===== src/rtl/bcd_to_binary_pkg.sv =====
// Shared definitions for the BCD-to-binary converter: FSM encoding, default
// widths, the reverse-double-dabble correction constants and range limits.
// Optional feature macro used by the top: BCD_TO_BINARY_SATURATE_EN.
package bcd_to_binary_pkg;

    typedef enum logic [1:0] {
        IDLE    = 2'd0,
        CONVERT = 2'd1,
        DONE    = 2'd2
    } state_t;

    localparam int DEFAULT_BITS   = 10;
    localparam int DEFAULT_NUMBER = 4;

    // A BCD digit reaching 8 after a right shift must be reduced by 3.
    localparam int CORR_THRESHOLD = 8;
    localparam int CORR_OFFSET    = 3;

    // Largest legal decimal digit.
    localparam int DIGIT_MAX = 9;

    // Range limits of the default-width signed result.
    localparam int MAX_POS = 511;
    localparam int MAX_NEG = 512;

endpackage


===== src/rtl/bcd_to_binary_digit_correct.sv =====
// One BCD digit correction stage of reverse double dabble: after a right
// shift, a digit that reads 8 or more is reduced by 3.
module bcd_digit_correct
    import bcd_to_binary_pkg::*;
#(
    parameter int number = DEFAULT_NUMBER
) (
    input  logic [number-1:0] digit_i,
    output logic [number-1:0] digit_o
);

    // Subtract the correction offset from digits at or above the threshold.
    always_comb begin
        if (digit_i >= number'(CORR_THRESHOLD)) begin
            digit_o = digit_i - number'(CORR_OFFSET);
        end else begin
            digit_o = digit_i;
        end
    end

endmodule


===== src/rtl/bcd_to_binary.sv =====
// Sequential signed three-digit BCD to two's-complement converter using
// reverse double dabble, one shift/correct step per clock.
// Build option: define BCD_TO_BINARY_SATURATE_EN to clamp overflowing
// results; otherwise overflowing results wrap to the low result bits.
module bcd_to_binary
    import bcd_to_binary_pkg::*;
#(
    parameter int bits   = DEFAULT_BITS,
    parameter int number = DEFAULT_NUMBER
) (
    input  logic              clock,
    input  logic              reset,
    input  logic              start,
    input  logic              negative,
    input  logic [number-1:0] hundred,
    input  logic [number-1:0] ten,
    input  logic [number-1:0] one,
    output logic [bits-1:0]   binary,
    output logic              busy,
    output logic              done,
    output logic              error
);

    localparam int BcdW = 3 * number;
    localparam int RegW = BcdW + bits;
    localparam int CntW = $clog2(bits + 1);

    // The shared limits describe the default width; other widths derive theirs.
    localparam int MaxPos = (bits == DEFAULT_BITS) ? MAX_POS : (1 << (bits - 1)) - 1;
    localparam int MaxNeg = (bits == DEFAULT_BITS) ? MAX_NEG : (1 << (bits - 1));

    state_t            state_q, state_d;
    logic [RegW-1:0]   shift_q, shift_d;
    logic [CntW-1:0]   count_q, count_d;
    logic              negative_q, negative_d;
    logic              invalid_q, invalid_d;
    logic [bits-1:0]   binary_q, binary_d;
    logic              error_q, error_d;
    logic              done_q, done_d;

    logic [RegW-1:0]   shifted;
    logic [RegW-1:0]   stepped;
    logic [number-1:0] corrHundred, corrTen, corrOne;
    logic [bits-1:0]   mag;
    logic [bits-1:0]   magNeg;
    logic [bits:0]     limit;
    logic              overflow;
    logic [bits-1:0]   wrapped;
    logic [bits-1:0]   result;
    logic              digitBad;

    assign shifted = shift_q >> 1;

    bcd_digit_correct #(.number(number)) uHundred (
        .digit_i(shifted[RegW-1 -: number]),
        .digit_o(corrHundred)
    );

    bcd_digit_correct #(.number(number)) uTen (
        .digit_i(shifted[RegW-1-number -: number]),
        .digit_o(corrTen)
    );

    bcd_digit_correct #(.number(number)) uOne (
        .digit_i(shifted[RegW-1-2*number -: number]),
        .digit_o(corrOne)
    );

    // Form one conversion step and the final signed result from the register.
    always_comb begin
        stepped  = {corrHundred, corrTen, corrOne, shifted[bits-1:0]};
        mag      = shift_q[bits-1:0];
        magNeg   = ~mag + bits'(1);
        limit    = negative_q ? (bits+1)'(MaxNeg) : (bits+1)'(MaxPos);
        overflow = (|shift_q[RegW-1:bits]) || ({1'b0, mag} > limit);
        wrapped  = negative_q ? magNeg : mag;
`ifdef BCD_TO_BINARY_SATURATE_EN
        if (overflow) begin
            result = negative_q ? {1'b1, {(bits-1){1'b0}}} : {1'b0, {(bits-1){1'b1}}};
        end else begin
            result = wrapped;
        end
`else
        result = wrapped;
`endif
        digitBad = (hundred > number'(DIGIT_MAX)) || (ten > number'(DIGIT_MAX)) ||
                   (one > number'(DIGIT_MAX));
    end

    // State and datapath registers with synchronous active-low clear.
    always_ff @(posedge clock) begin
        if (!reset) begin
            state_q    <= IDLE;
            shift_q    <= '0;
            count_q    <= '0;
            negative_q <= 1'b0;
            invalid_q  <= 1'b0;
            binary_q   <= '0;
            error_q    <= 1'b0;
            done_q     <= 1'b0;
        end else begin
            state_q    <= state_d;
            shift_q    <= shift_d;
            count_q    <= count_d;
            negative_q <= negative_d;
            invalid_q  <= invalid_d;
            binary_q   <= binary_d;
            error_q    <= error_d;
            done_q     <= done_d;
        end
    end

    // Next state: capture in IDLE, step in CONVERT, publish in DONE.
    always_comb begin
        state_d    = state_q;
        shift_d    = shift_q;
        count_d    = count_q;
        negative_d = negative_q;
        invalid_d  = invalid_q;
        binary_d   = binary_q;
        error_d    = error_q;
        done_d     = 1'b0;
        case (state_q)
            IDLE: begin
                if (start) begin
                    shift_d    = {hundred, ten, one, {bits{1'b0}}};
                    count_d    = '0;
                    negative_d = negative;
                    invalid_d  = digitBad;
                    state_d    = digitBad ? DONE : CONVERT;
                end
            end
            CONVERT: begin
                shift_d = stepped;
                count_d = count_q + CntW'(1);
                if (count_q == CntW'(bits - 1)) begin
                    state_d = DONE;
                end
            end
            DONE: begin
                done_d   = 1'b1;
                error_d  = invalid_q | overflow;
                binary_d = invalid_q ? '0 : result;
                state_d  = IDLE;
            end
            default: begin
                state_d = IDLE;
            end
        endcase
    end

    // Outputs: busy decodes CONVERT, the rest come straight from registers.
    always_comb begin
        busy   = (state_q == CONVERT);
        done   = done_q;
        binary = binary_q;
        error  = error_q;
    end

endmodule


===== config.mk =====
export PLATFORM = sky130hd
export DESIGN_NAME = bcd_to_binary
export DESIGN_NICKNAME = d
export VERILOG_FILES = /design/src/rtl/bcd_to_binary_pkg.sv /design/src/rtl/bcd_to_binary_digit_correct.sv /design/src/rtl/bcd_to_binary.sv
export SDC_FILE = /design/constraint.sdc
export NUM_CORES = 1
export LEC_CHECK = 0
export ABC_CLOCK_PERIOD_IN_PS = 2300
export BUFFER_PORTS_ARGS = -buffer_cell sky130_fd_sc_hd__buf_2
export CAP_MARGIN = 30
export CORE_MARGIN = 2
export CORE_UTILIZATION = 58
export CTS_CLUSTER_SIZE = 14
export DETAILED_ROUTE_END_ITERATION = 8
export PLACE_DENSITY = 0.9
export SETUP_SLACK_MARGIN = 0.15
export SYNTH_ARGS = -nofsm -noshare
export SYNTH_HDL_FRONTEND = slang
export SYNTH_HIERARCHICAL = 1
export SYNTH_SLANG_ARGS = --single-unit

===== constraint.sdc =====
create_clock -name clock -period 2.3 [get_ports clock]
set_input_delay 0.23 -clock clock [delete_from_list [all_inputs] [get_ports clock]]
set_output_delay 0.23 -clock clock [all_outputs]
set_load 0.01 [all_outputs]

==> run summary, run 1 <==
Top-Level Pins = 29
Post-DP HPWL = 3.76 mm
site row count = 23
Detail Route met2 WL = 2.74 mm
Period minus WS final = 1.83 ns
FMAX = 0.547 GHz
fin cells = 372
Total GRT Usage = 24.7%
Leak = 1.09 nW
switching share of power = 27.5%
setup TNS = 0 ns
Mapped Cells = 290
DRC Markers = 0
fin crit share = 79.5%
commonest non-fill, non-tap cell in the layout = dfxtp_1
Yosys reg bits = 42
Hold-fix buffers, CTS = 0
area of the mapped netlist = 2360 um2
starting density of the core = 59.5%
RSZ-0062 raised after global routing = false
CTS Buf Count = 5
most frequent cells in the layout = 42 x dfxtp_1, 38 x nand2_1, 28 x buf_2
Startpoint Class = flip-flop
Final Hold Fails = 0
area share of the largest cell type after synthesis = 35.6%
top area cells in the synthesized netlist = dfxtp_1 36%, ha_1 10%, nand2_1 6.0%
post-route ant nets = 0
port bufs = 28
Setup violations, final = 0
grt total ovfl = 0
clock tree sinks = 42
status = completed
first drt pass iteration count = 4
wire per inst = 14.1 um
Die Height = 67.8 um
Die ar. = 4600 um2
root buffer cell = clkbuf_8
vias in the first global route = 1873
Critical Path End Type = flip-flop
diode count = 0
post-synthesis sequential area ratio = 35.6%
worst skew pair latency = 0.30 ns
Avg Inst Size Synth = 8.15 um2
initial antenna violation count = 0
WP data required = 2.48 ns
Reg clk slew, reported paths = 0.07 ns
PD cells = 559 nW/um2
Area growth syn-to-layout = 12.2%
DR iter-0 viols = 113
DR vias = 2119
Post-Route WL = 5.23 mm
Yosys top cell by area = dfxtp_1
Max-Cap Viols = 0
worst min-delay path class = in -> reg
fin. max-slew vios = 0
worst-margin pin slew = 0.764 ns
routability cong. = 0.801
top sig layer = met4
Post CTS Setup Buffer Count = 0
hold slack = 0.195 ns
Placeable Area = 3970 um2
Layout Nets = 356
CP Max Fanout = 9
power share of the combinational group = 13.3%
TritonCTS clock tree = built
Flop pwr share = 53.5%
Longest Clk Path Bufs = 2
Post-synth EDFFs = 0
H-tree levels = 2
first-pass GRT wire length = 8.53 mm
CTS resizes = 0
Worst Setup Path Type = reg -> reg
pin count of the biggest net entering global routing = 27
skew final = 0.00762 ns
main flop type after synthesis = dfxtp_1
number of warnings issued by yosys = 6
Yosys cell types = 47
clock network power share = 33.2%
critical path data arrival time = 2.00 ns
wl on met1 = 2.18 mm
Met3 Wirelength = 227 um
fraction of layout cells with a size suffix above 1 = 14.6%
final core utilization = 66.8%
Switching Power = 0.408 mW
Rel. slew slack = 48.9%
Post-synth ARST share = 0%
maximum VDD drop = 0.326 mV
Cell Int Power = 1.07 mW
die width = 67.8 um
DP Cell Count = 364
vias per cell = 5.70
==> per-layer routing <==
| metal | vias up | track usage [%] |
|---|---|---|
| li1 | 1083 | - |
| met1 | 982 | 28.7 |
| met2 | 46 | 44.9 |
| met3 | 8 | 4.93 |
| met4 | 0 | 9.00 |
| met5 | - | 0 |
==> power groups by stage <==
stage	logic (mW)	registers, mW	clock network [mW]
6_report	0.197	0.793	0.492
5_1_grt	0.223	0.797	0.533
4_1_cts	0.197	0.792	0.502
3_5_place_dp	0.195	0.809	0
3_3_place_gp	0.188	0.807	0
2_1_floorplan	0.143	0.800	0
==> per-stage QoR <==
stage | cell area, um2 | power (mW) | setup WS (ns)
after floorplan | 2380 | 0.942 | 0.571
after global routing | 2650 | 1.55 | 0.339
final | 2650 | 1.48 | 0.472
after detailed placement | 2560 | 1.00 | 0.501
after CTS | 2650 | 1.49 | 0.474
after global placement | 2560 | 0.995 | 0.548
==> worst max-delay path, stage by stage, from the launching register on <==
cell and delay [ns]:
dfxtp_1 0.49, buf_4 0.21, ha_1 0.26, a21oi_1 0.14
o21ai_0 0.10, a2111oi_0 0.41, nor3_1 0.09
==> worst paths after layout <==
| check | from | endpoint | slack, ns | cells past startpoint |
|---|---|---|---|---|
| setup / recovery | negative_q$_SDFFE_PN0P_ | error$_SDFFE_PN0P_ | 0.47 | 6 |
| hold / removal | ten[0] | shift_q[14]$_SDFFE_PN0P_ | 0.20 | 3 |
| setup reg to reg | negative_q$_SDFFE_PN0P_ | error$_SDFFE_PN0P_ | 0.47 | 6 |
| hold reg to reg | binary[4]$_SDFFE_PN0P_ | binary[4]$_SDFFE_PN0P_ | 0.45 | 2 |
==> cells in the mapped netlist (3+ instances only) <==
library cell and count:
nor2_1 17, ha_1 19, xnor2_1 7, a311oi_1 3
nand2_1 38, dfxtp_1 42, o21ai_1 3, a21oi_1 21
nor4_1 3, buf_2 7, a22oi_1 13, nor2b_1 6
nand3_1 16, a21boi_0 9, xor2_1 5, inv_1 13
o21ai_0 14, nor3_1 5, clkbuf_1 4, nand4_1 3
nand2b_1 8
==> area by class of cell <==
cell class	count	area (um2)
fill	333	1320
tap	50	62.6
timing repair buffer	34	185
multi-input combinational	224	1420
sequential	42	841
clock buffer	7	86.3
inverter	14	52.6
clock inverter	1	5.00
==> state kept, by name, summed over array words and instances, names as in the netlist <==
name	count
shift_q	22
binary	10
done	1
state_q	2
negative_q	1
invalid_q	1
error	1
count_q	4
==> kinds of logic (layout without fill, tap and decap cells) <==
family,Yosys count,in the layout,synth area share [%]
simple gates,109,109,23.3
other cells,1,5,0.159
compound gates,77,77,20.6
fa+ha+maj,19,19,10.1
flops,42,42,35.6
mux,2,2,0.847
xor+xnor,12,12,4.45
buf+inv,28,56,5.03
No activity file was read; power rests on OpenSTA's default activity.
==> run 2, diff against run 1 <==
--- a/config.mk
+++ b/config.mk
@@ -5,14 +5,14 @@
 export SDC_FILE = /design/constraint.sdc
 export NUM_CORES = 1
 export LEC_CHECK = 0
-export ABC_CLOCK_PERIOD_IN_PS = 2300
+export ABC_CLOCK_PERIOD_IN_PS = 1600
 export BUFFER_PORTS_ARGS = -buffer_cell sky130_fd_sc_hd__buf_2
 export CAP_MARGIN = 30
 export CORE_MARGIN = 2
-export CORE_UTILIZATION = 58
+export CORE_UTILIZATION = 52
 export CTS_CLUSTER_SIZE = 14
 export DETAILED_ROUTE_END_ITERATION = 8
-export PLACE_DENSITY = 0.9
+export PLACE_DENSITY = 0.85
 export SETUP_SLACK_MARGIN = 0.15
 export SYNTH_ARGS = -nofsm -noshare
 export SYNTH_HDL_FRONTEND = slang
==> constraint.sdc (replaced) <==
create_clock -name clock -period 1.6 [get_ports clock]
set_input_delay 0.16 -clock clock [delete_from_list [all_inputs] [get_ports clock]]
set_output_delay 0.16 -clock clock [all_outputs]
set_load 0.01 [all_outputs]
==> run summary, run 2 (synthesis gave the netlist of run 1 again) <==
status = completed (unchanged)
vias in the first global route = 2193 (was 1873)
routability cong. = 0.888 (was 0.801)
storage element area = 857 um2 (was 841 um2)
max reg flops = 22 (unchanged)
Critical Path End Type = flip-flop (unchanged)
initial antenna violation count = 0 (unchanged)
Worst Setup Path Type = reg -> reg (unchanged)
Hold Path Depth = 3 (unchanged)
Area growth syn-to-layout = 25.7% (was 12.2%)
fin. max-slew vios = 0 (unchanged)
CTS Buf Count = 5 (unchanged)
slowest stage delay, CP = 0.38 ns (was 0.49 ns)
Setup violations, final = 0 (unchanged)
fin crit share = 96.9% (was 79.5%)
CP Cell Sequence = buf_4 > inv_6 > ha_4 > nand4_1 > inv_1 > a2111oi_2 > nor3_1 (was buf_4 > ha_1 > a21oi_1 > o21ai_0 > a2111oi_0 > nor3_1)
Worst Reg-to-Reg Cells = 7 (was 6)
hold endpoint = negative_q$_SDFFE_PN0P_ (was shift_q[14]$_SDFFE_PN0P_)
DR iter-0 viols = 139 (was 113)
Die Height = 71.4 um (was 67.8 um)
vias per cell = 5.85 (was 5.70)
commonest non-fill, non-tap cell in the layout = nand2_1 (was dfxtp_1)
maximum VDD drop = 0.644 mV (was 0.326 mV)
pin count of the biggest net entering global routing = 26 (was 27)
Power, Total = 2.33 mW (was 1.48 mW)
Total GRT Usage = 24.8% (was 24.7%)
worst min-delay path class = in -> reg (unchanged)
Top-Level Pins = 29 (unchanged)
post-route ant nets = 0 (unchanged)
Buf/Inv on CP = 3 (was 1)
Post-Route WL = 5.91 mm (was 5.23 mm)
flop-to-flop setup slack = 0.05 ns (was 0.47 ns)
Longest Clk Path Bufs = 2 (unchanged)
DRC Markers = 0 (unchanged)
TritonCTS clock tree = built (unchanged)
starting density of the core = 54.3% (was 59.5%)
largest reg by FF count = shift_q (unchanged)
PD cells = 786 nW/um2 (was 559 nW/um2)
FMAX = 0.645 GHz (was 0.547 GHz)
Final Hold Fails = 0 (unchanged)
first-pass GRT wire length = 10.0 mm (was 8.53 mm)
most frequent cells in the layout = 38 x nand2_1, 35 x dfxtp_1, 29 x buf_4 (was 42 x dfxtp_1, 38 x nand2_1, 28 x buf_2)
fraction of layout cells with a size suffix above 1 = 25.9% (was 14.6%)
Startpoint Class = flip-flop (unchanged)
wire per inst = 14.8 um (was 14.1 um)
Reg clk slew, reported paths = 0.08 ns (was 0.07 ns)
CP Max Fanout = 7 (was 9)
DP Cell Count = 378 (was 364)
Layout Nets = 381 (was 356)
RSZ-0062 raised after global routing = true (was false)
die width = 71.4 um (was 67.8 um)
Placeable Area = 4350 um2 (was 3970 um2)
WP data required = 1.79 ns (was 2.48 ns)
Crit path max-delay family = flip-flops (was compound AO/OA/AOI/OAI gates)
grt total ovfl = 0 (unchanged)
first drt pass iteration count = 4 (unchanged)
fillers = 364 (was 333)
setup TNS = 0 ns (unchanged)
Worst R2R Start = negative_q$_SDFFE_PN0P_ (unchanged)
worst skew pair latency = 0.31 ns (was 0.30 ns)
footprint of the multi-input gates = 1500 um2 (was 1420 um2)
critical path data arrival time = 1.74 ns (was 2.00 ns)
root buffer cell = clkbuf_8 (unchanged)
Leak = 1.23 nW (was 1.09 nW)
Post-DP HPWL = 3.96 mm (was 3.76 mm)
FF-to-FF End = error$_SDFFE_PN0P_ (unchanged)
Die ar. = 5100 um2 (was 4600 um2)
fin cells = 399 (was 372)
final core utilization = 68.2% (was 66.8%)
clock tree sinks = 42 (unchanged)
site row count = 24 (was 23)
H-tree levels = 2 (unchanged)
Period minus WS final = 1.55 ns (was 1.83 ns)
skew final = 0.00854 ns (was 0.00762 ns)
Max-Cap Viols = 0 (unchanged)
Hold Startpoint = negative (was ten[0])
Hold-fix buffers, CTS = 0 (unchanged)
port bufs = 28 (unchanged)
CP max stage cell = dfxtp_4 (was dfxtp_1)
DR vias = 2335 (was 2119)
diode count = 0 (unchanged)
-- run 2: changes by cell type in the layout (fill, tap and decap cells not counted), sizes merged --
| cell | change |
|---|---|
| bufinv | +1 |
| clkbuf | -1 |
| clkinv | -1 |
| buf | +25 |
| inv | +1 |
-- run 2: cell type report --
class,count,area share [%]
tap,52,2.19
multi-input combinational,224,50.4
clock inverter,2,1.22
clock buffer,6,2.44
sequential,42,28.9
inverter,14,2.11
timing repair buffer,59,12.8
-- run 2: worst register-to-register path, cell delays in order, from the launching register on --
cell and delay [ns]:
dfxtp_4 0.38, buf_4 0.15, inv_6 0.08, ha_4 0.20
nand4_1 0.14, inv_1 0.07, a2111oi_2 0.35, nor3_1 0.07
-- run 2: stage by stage --
stage / area (um2) / setup slack (ns) / hold WS, ns
after floorplan: 2430 / 0.151 / 0.286
after detailed placement: 2700 / 0.0190 / 0.421
after global routing: 2970 / -0.0250 / 0.110
after CTS: 2880 / 0.0700 / 0.0964
after global placement: 2700 / 0.0557 / 0.415
final: 2970 / 0.0498 / 0.105
-- run 2: worst max path at each step --
stage	slack (ns)	to	cells past startpoint	start
finish	0.05	error$_SDFFE_PN0P_	7	negative_q$_SDFFE_PN0P_
global route	-0.02	error$_SDFFE_PN0P_	5	shift_q[4]$_SDFFE_PN0P_
CTS	0.07	error$_SDFFE_PN0P_	6	negative_q$_SDFFE_PN0P_
detailed placement	0.02	error$_SDFFE_PN0P_	5	negative_q$_SDFFE_PN0P_
global placement	0.06	error$_SDFFE_PN0P_	5	negative_q$_SDFFE_PN0P_
floorplan	0.15	error$_SDFFE_PN0P_	5	negative_q$_SDFFE_PN0P_
-- run 2: routing by layer --
| metal | share of wire [%] | track usage (%) | up-vias |
|---|---|---|---|
| li1 | - | - | 1131 |
| met1 | 43 | 29.2 | 1126 |
| met2 | 51 | 43.6 | 65 |
| met3 | 5.0 | 6.47 | 13 |
| met4 | 1.8 | 8.18 | 0 |
| met5 | 0 | 0 | - |
-- run 2: power by group --
group          total [mW]  leakage [nW]  internal [mW]  switching [mW]
clock               0.861        0.0557          0.467           0.394
sequential           1.13         0.345           1.08          0.0499
combinational       0.345         0.833          0.151           0.193
-- run 2: timing repair --
item	in CTS	in global routing
hold endpoints to repair	0	0
pin swaps	3	8
cloned	0	0
resized for setup	15	10
endpoints found under the setup margin	6	7
setup buffers	4	9
